`src/rtl/traffic_pkg.sv`:
```
// Shared timing constants for the traffic controller slice.
// These defaults are common to traffic_control, the timer/sense front end and the benches.
package traffic_pkg;

  // Default timer and sensor conditioning constants
  localparam int TMR_PRESCALE    = 32'sd4;
  localparam int TMR_SHORT_TICKS = 32'sd3;
  localparam int TMR_LONG_TICKS  = 32'sd10;
  localparam int SNS_DEBOUNCE    = 32'sd4;

  // Bits needed to hold 0..value-1, never less than one bit
  function automatic int clog2_min1(input int value);
    int w;
    w = 32'sd1;
    while ((32'sd1 << w) < value) begin
      w = w + 32'sd1;
    end
    return w;
  endfunction

endpackage

```
`src/rtl/traffic_timer_sense_sync_debounce.sv`:
```
// sync_debounce: two-flop synchroniser followed by a level debouncer.
// The output only changes after the synchronised input has held a new level
// for DEBOUNCE consecutive clock cycles; shorter excursions are discarded.
module sync_debounce #(
  parameter int DEBOUNCE = 4
) (
  input  logic clk,
  input  logic reset,
  input  logic din,
  output logic dout
);

  localparam int DB_W = $clog2(DEBOUNCE + 1);

  logic            meta_r;
  logic            sync_r;
  logic [DB_W-1:0] db_cnt_r;
  logic            dout_r;
  logic [DB_W-1:0] db_cnt_nxt_s;
  logic            dout_nxt_s;

  // Debounce decision: count cycles of disagreement, flip output once the count completes
  always_comb begin
    db_cnt_nxt_s = db_cnt_r;
    dout_nxt_s   = dout_r;
    if (sync_r == dout_r) begin
      db_cnt_nxt_s = {DB_W{1'b0}};
    end else if (db_cnt_r == DB_W'(DEBOUNCE - 1)) begin
      dout_nxt_s   = sync_r;
      db_cnt_nxt_s = {DB_W{1'b0}};
    end else begin
      db_cnt_nxt_s = db_cnt_r + DB_W'(1'b1);
    end
  end

  // Synchroniser flops, debounce counter and registered output
  always_ff @(posedge clk) begin
    if (reset) begin
      meta_r   <= 1'b0;
      sync_r   <= 1'b0;
      db_cnt_r <= {DB_W{1'b0}};
      dout_r   <= 1'b0;
    end else begin
      meta_r   <= din;
      sync_r   <= meta_r;
      db_cnt_r <= db_cnt_nxt_s;
      dout_r   <= dout_nxt_s;
    end
  end

  assign dout = dout_r;

endmodule

```
`src/rtl/traffic_timer_sense.sv`:
```
// traffic_timer_sense: timing and sensing front end for traffic_control.
// ST restarts a prescaled tick counter; TS/TL flag the short/long expiry points.
// car_raw is synchronised and debounced into the car-present flag C.
// Optional feature macro TIMER_HOLD_EN adds a 'hold' input that freezes the timer
// (restart by ST still wins); without it the timer never freezes.
module traffic_timer_sense
  import traffic_pkg::*;
#(
  parameter int PRESCALE    = TMR_PRESCALE,
  parameter int SHORT_TICKS = TMR_SHORT_TICKS,
  parameter int LONG_TICKS  = TMR_LONG_TICKS,
  parameter int DEBOUNCE    = SNS_DEBOUNCE
) (
  input  logic clk,
  input  logic reset,
  input  logic ST,
  input  logic car_raw,
`ifdef TIMER_HOLD_EN
  input  logic hold,
`endif
  output logic TS,
  output logic TL,
  output logic C
);

  localparam int CNT_W = $clog2(LONG_TICKS + 1);
  localparam int PRE_W = clog2_min1(PRESCALE);

  logic [PRE_W-1:0] pre_cnt_r;
  logic [CNT_W-1:0] tick_cnt_r;
  logic             ts_r;
  logic             tl_r;
  logic [PRE_W-1:0] pre_cnt_nxt_s;
  logic [CNT_W-1:0] tick_cnt_nxt_s;
  logic             tick_s;
  logic             hold_s;

`ifdef TIMER_HOLD_EN
  assign hold_s = hold;
`else
  assign hold_s = 1'b0;
`endif

  // Timer next state: restart beats hold, hold beats counting; tick count saturates at LONG_TICKS
  always_comb begin
    tick_s         = (pre_cnt_r == PRE_W'(PRESCALE - 1));
    pre_cnt_nxt_s  = pre_cnt_r;
    tick_cnt_nxt_s = tick_cnt_r;
    if (ST) begin
      pre_cnt_nxt_s  = {PRE_W{1'b0}};
      tick_cnt_nxt_s = {CNT_W{1'b0}};
    end else if (hold_s) begin
      pre_cnt_nxt_s  = pre_cnt_r;
      tick_cnt_nxt_s = tick_cnt_r;
    end else if (tick_s) begin
      pre_cnt_nxt_s = {PRE_W{1'b0}};
      if (tick_cnt_r < CNT_W'(LONG_TICKS)) begin
        tick_cnt_nxt_s = tick_cnt_r + CNT_W'(1'b1);
      end else begin
        tick_cnt_nxt_s = tick_cnt_r;
      end
    end else begin
      pre_cnt_nxt_s = pre_cnt_r + PRE_W'(1'b1);
    end
  end

  // Timer state and expiry flags, flags loaded from the next-state count
  always_ff @(posedge clk) begin
    if (reset) begin
      pre_cnt_r  <= {PRE_W{1'b0}};
      tick_cnt_r <= {CNT_W{1'b0}};
      ts_r       <= 1'b0;
      tl_r       <= 1'b0;
    end else begin
      pre_cnt_r  <= pre_cnt_nxt_s;
      tick_cnt_r <= tick_cnt_nxt_s;
      ts_r       <= (tick_cnt_nxt_s >= CNT_W'(SHORT_TICKS));
      tl_r       <= (tick_cnt_nxt_s >= CNT_W'(LONG_TICKS));
    end
  end

  assign TS = ts_r;
  assign TL = tl_r;

  sync_debounce #(
    .DEBOUNCE (DEBOUNCE)
  ) u_car_db (
    .clk   (clk),
    .reset (reset),
    .din   (car_raw),
    .dout  (C)
  );

endmodule

```
`config.mk`:
```
export PLATFORM = sky130hd
export DESIGN_NAME = traffic_timer_sense
export DESIGN_NICKNAME = d
export VERILOG_FILES = /design/src/rtl/traffic_pkg.sv /design/src/rtl/traffic_timer_sense_sync_debounce.sv /design/src/rtl/traffic_timer_sense.sv
export SDC_FILE = /design/constraint.sdc
export NUM_CORES = 1
export LEC_CHECK = 0
export BUFFER_PORTS_ARGS = -buffer_cell sky130_fd_sc_hd__buf_4
export CAP_MARGIN = 25
export CORE_AREA = 2 2 39 41
export CTS_BUF_LIST = sky130_fd_sc_hd__clkbuf_4 sky130_fd_sc_hd__clkbuf_8
export CTS_CLUSTER_DIAMETER = 50
export CTS_CLUSTER_SIZE = 28
export DETAILED_ROUTE_END_ITERATION = 8
export DIE_AREA = 0 0 41 43
export SLEW_MARGIN = 20
export SYNTH_ARGS = -nofsm -noshare
export SYNTH_HDL_FRONTEND = slang
export SYNTH_HIERARCHICAL = 1
export SYNTH_SLANG_ARGS = --single-unit
```
`constraint.sdc`:
```
create_clock -name clk -period 3.8 [get_ports clk]
set_input_delay 0 -clock clk [delete_from_list [all_inputs] [get_ports clk]]
set_output_delay 0 -clock clk [all_outputs]
set_load 0.03 [all_outputs]
```
# After elaboration in Yosys (flattened, before gate mapping)
# Index checks and enable logic that the tools add are counted.
# totals
reg_bits	14
latchBits	0
ramBits	0
romBits	0
inputBits	4
output_inout_bits	3
n_memories	0
# classes
add_sub_neg	3
multipliers	0
n_div	0
n_lt_le_gt_ge	3
eq_ne	3
n_shift	0
n_mux	3
n_bitwise	1
reduce_logical	3
# ops
op	n
$mux W4	3
$reduce_or A3 Y1	2
$add A4 B1 Y4 const B	1
$ge A4 B2 Y1 const B	1
$ge A4 B4 Y1 const B	1
$lt A4 B4 Y1 const B	1
$add A3 B1 Y3 const B	1
$eq A3 B2 Y1 const B	1
$add A2 B1 Y2 const B	1
$eq A2 B2 Y1 const B	1
$reduce_and A2 Y1	1
$eq A1 B1 Y1	1
$not A1 Y1	1

# Depth between registers and ports, before layout
# logic_depth
depth_word	5
depth_mapped	5

# By module
# Netlist, hierarchy kept.
# by_module_without_submodules
module	instances	cells_each	area_per_inst_um2	seq_area_each_um2
traffic_timer_sense	1	42	381.6	160.2
sync_debounce	1	17	211.5	120.1

# Least setup slack after synthesis
# OpenSTA, ideal clock, no wires.
# synth_path
kind	flip-flop to flip-flop
startpoint	register tick_cnt_r[1]
endpoint	register tl_r (netlist: TL)
setup_time_ns	0.125
t_arrival_ns	1.220
setup_slack_ns	2.455
path_stages_with_launch	5
n_path_buf	0
period_less_slack_ns	1.345
cell_sequence	dfxtp_1 -> ha_1 -> or4_1 -> o31ai_1 -> nor4_1
# synth_via
elab_chain_cells	5
elab_cells_between_ends	6
cone_classes	add/sub: 1; order compare: 2; mux: 3
# synth_lines
element	line	source
start: declaration	traffic_timer_sense.sv:30	logic [CNT_W-1:0] tick_cnt_r;
start signal: assignment	traffic_timer_sense.sv:71	tick_cnt_r <= {CNT_W{1'b0}};
start signal: assignment	traffic_timer_sense.sv:76	tick_cnt_r <= tick_cnt_nxt_s;
$add A4 B1 Y4 / $lt A4 B4 Y1 (equally long branches)	traffic_timer_sense.sv:58, traffic_timer_sense.sv:57	
$mux W4	traffic_timer_sense.sv:57	if (tick_cnt_r < CNT_W'(LONG_TICKS)) begin
$mux W4 (*)	traffic_timer_sense.sv:55	end else if (tick_s) begin
$mux W4 (*)	traffic_timer_sense.sv:49	if (ST) begin
$ge A4 B4 Y1 (*)	traffic_timer_sense.sv:78	tl_r <= (tick_cnt_nxt_s >= CNT_W'(LONG_TICKS));
end signal: assignment	traffic_timer_sense.sv:78	
end: declaration	traffic_timer_sense.sv:32	logic tl_r;
# Every way passes the cells marked *; elsewhere a longest branch is shown, timed or not.
# A chain may end at the register's enable or synchronous reset.

# Worst setup path in the final report
# Same ends and word-level chain as after synthesis.

==> results.md <==
- The maximum operating frequency is 697.8 MHz.
- The peak fanout along the critical path is 8.
- The critical path buffer and inverter count is 0.
- The worst setup path is of the flip-flop to flip-flop kind.
- For this run, design rule violations remaining after detail routing come to 0.
- In the routed layout, each cell is associated on average with a via count of 5.393.
- The final count of hold timing violations is 0.
- The number of nets in the synthesized netlist is 67.
- The final total negative setup slack is 0 ps.
- The first TritonRoute pass finished after 4 iterations.
- The share of the yosys chip area belonging to registers is 0.4726.
- The post-detailed-route count of antenna-violating nets is 0.
- The final count of negative-setup-slack endpoints is 0.
- The largest stage delay on the critical path is 530 ps.
- For this configuration, the core starts out at a cell density of 0.4286.
- The number of inserted diodes is 0.
- The area of the die is 1763 µm².
- The total congestion overflow after global routing is 0.
- The first global-routing pass estimated 1628 µm of wire.
- In the final layout, the share of cells above drive strength 1 is 0.1618.
- The met3 track demand over resource is 0.07853.
- The routed design has 895 µm of wire.
- The type of element capturing the critical path is a flip-flop.
- The routed design could run at a clock period as short as 1433 ps.
- The congestion estimate from routability-driven global placement came to 0.8094.
- The worst-case setup margin in the final layout is 2367 ps.
- met2 is the most crowded layer.
- The final route contains 453 vias.
- Data on the critical path is required at its endpoint by 3950 ps.
- The number of gates on the worst path with buffers counted is 4.
- The number of clock buffers inserted by TritonCTS is 3.
- The floorplan step set the die width to 41 µm.
- Of the available clock period, the critical path in the final layout requires 0.3771.
- Max-cap violations in this run came to 0.
- For the worst-skew pair, the clock arrives at the later sink with an insertion delay of 270 ps.
- The clock-pin transition on the worst setup and hold timing paths is 80 ps.
- In this design, the largest share of critical-path delay is due to simple AND/OR/NAND/NOR gates.
- The average wire per standard cell is 10.65 µm.
- Between clock sinks in the finished design, the worst skew comes to 3.990 ps.
- The level count of the clock H-tree is 1.
- The via count of the first global-routing pass was 409.
- The global-route usage over all layers is 0.1459.
- The total area inside the core boundary comes to 1384 µm².
- CTS saw 14 sinks.
- Dividing total power by cell area gives a power density of 347.8 nW/µm².
- The classification of the worst-slack hold path is primary input to flip-flop.
- VDD sags by at most 0.1592 mV.
- The wire-length estimate of the detail-placed layout is 630.8 µm.
- The maximum buffer depth of the clock tree is 2.
- The transition time at the pin with the least slew margin is 389.1 ps.
- The synthesized instance count is 59.
- In this run, distinct cell masters in the synthesized netlist total 28.
- The cell depth of the worst min-delay path is 3.
- The met2 usage in global routing is 0.1938.
- Relative to the synthesized area, the layout overhead comes to 16.24%.
- The critical path launch point type is a flip-flop.
- The headroom to the max-slew limit is 0.7406.
- With fillers left out, the area of the finished cells amounts to 689.4 µm².
- The die is 43 µm tall.
- For this design the static power due to leakage is 0.2707 nW.
- Entering global routing, the biggest net connects 12 pins.
- STA puts the critical path data arrival time at 1590 ps.
- The total I/O pin count is 7.
- After the first detailed-routing iteration, the DRC count stood at 13.
- The count of buffers added on input and output ports is 6.
- Walking the worst path, the cells encountered are ha_1, or4_1, o31ai_1, nor4_1.
- In the global route stage, met1 resource usage came out at 0.1623.
- The post-synthesis sequential element count is 14.
- In the layout the commonest cells are 14 x dfxtp_1, 6 x buf_4, 5 x nor2_1.
- After floorplanning, the core was divided into 14 placement rows.
- The post-synthesis area per instance is 10.05 µm².
- The finished layout holds 84 standard cells, fillers aside.
- The max-slew violation total from the final report is 0.
- The cell area that synthesis handed to floorplanning was 593.1 µm².
- The initial antenna violation count is 0.
- The leading cell type in the layout, fill and taps excluded is dfxtp_1.
- TritonCTS built the clock tree.
- The run finished with clean final reports.
- Gates resized during post-CTS repair numbered 0.
- The number of cells on the worst reg-to-reg path is 4.
- The root cell of the clock tree is clkbuf_4.
- For this run, the post-layout net count is 78.
- The total instance count after detailed placement is 78.
- During synthesis, Yosys emitted a total of 6 warnings.
- Setup repair after global routing left no endpoint under its margin.
- The post-placement setup slack is 2369 ps.
- The largest individual stage delay along the critical path comes from the cell or4_1.
- The placed instances occupy a cell area of 636.9 µm².
path summary, 6_finish.rpt:
check	startpoint	to	slack [ps]
worst max-delay path	tick_cnt_r[1]	TL	2370
worst min-delay path	ST	pre_cnt_r[0]	190
worst max register to register	tick_cnt_r[1]	TL	2370
worst min register to register	pre_cnt_r[0]	pre_cnt_r[0]	430
where the power goes:
part           leakage (nW)  internal [mW]  switching (mW)  total [mW]
Sequential            0.114          0.149         0.00101       0.150
Clock                0.0138         0.0367          0.0418      0.0784
Combinational         0.143        0.00659         0.00480      0.0114
Total                 0.271          0.192          0.0476       0.240
per-stage QoR:
step | util | total power, mW | hold slack (ps)
finish | 0.4982 | 0.2398 | 185.6
floorplan | - | 0.1587 | 71.61
global placement | 0.4602 | 0.1625 | 220.8
global route | 0.4982 | 0.2562 | 231.7
detailed placement | 0.4602 | 0.1628 | 216.7
CTS | 0.4982 | 0.2458 | 196.4
synth_stat cells, drive strengths merged:
library cell,instances,area (µm²)
a32oi,1,8.760
a31oi,1,6.260
a211oi,2,15.01
xnor2,1,8.760
nor3,3,15.01
ha,4,50.05
or4,1,7.510
or2,1,6.260
xor2,1,8.760
a31o,1,8.760
o31ai,1,7.510
nand2,2,7.510
nand2b,1,8.760
nor3b,1,7.510
nor2,5,18.77
buf,3,21.27
o22ai,1,6.260
a41oi,1,8.760
nor4,4,25.02
dfxtp,14,280.3
nand3,1,5.000
inv,2,7.510
a21oi,1,5.000
nor2b,3,18.77
mux2i,1,10.01
nor4b,1,15.01
o21ai,1,5.000
routing by layer:
layer	share of wire	vias to the layer above
met5	0	-
met4	0.027	0
met3	0.032	4
met2	0.45	7
met1	0.49	209
li1	-	233
flip-flops by register name, indices dropped and copies added (netlist names):
name               count
u_car_db/db_cnt_r      3
tick_cnt_r             4
TL                     1
u_car_db/dout          1
u_car_db/sync_r        1
u_car_db/meta_r        1
pre_cnt_r              2
TS                     1
what timing repair did:
item / in CTS / in global routing
hold buffers: 3 / 0
setup buffers: 0 / 0
endpoints found under the hold margin: 6 / 0
final cells by class:
class,count,area (µm²)
inverters,2,7.507
repair buffers,9,75.07
fillers,136,694.4
clock buffers,3,22.52
multi-input cells,40,284.0
flip-flops and latches,14,280.3
well taps,16,20.02
worst register-to-register path, stage by stage (launching register included):
cell,delay [ps]
dfxtp_1,380
ha_1,270
or4_1,530
o31ai_1,80
nor4_1,70
kinds of logic (layout without fill, tap and decap cells):
family,after synthesis,after routing,synth area share
AND/OR/NAND/NOR,23,23,0.2278
flip-flops,14,14,0.4726
AO/OA/AOI/OAI,10,10,0.1203
buffers and inverters,5,14,0.04853
adder cells (fa/ha/maj),4,4,0.08439
XOR/XNOR,2,2,0.02954
multiplexers,1,1,0.01688
Power figures use the tool's default switching activity.
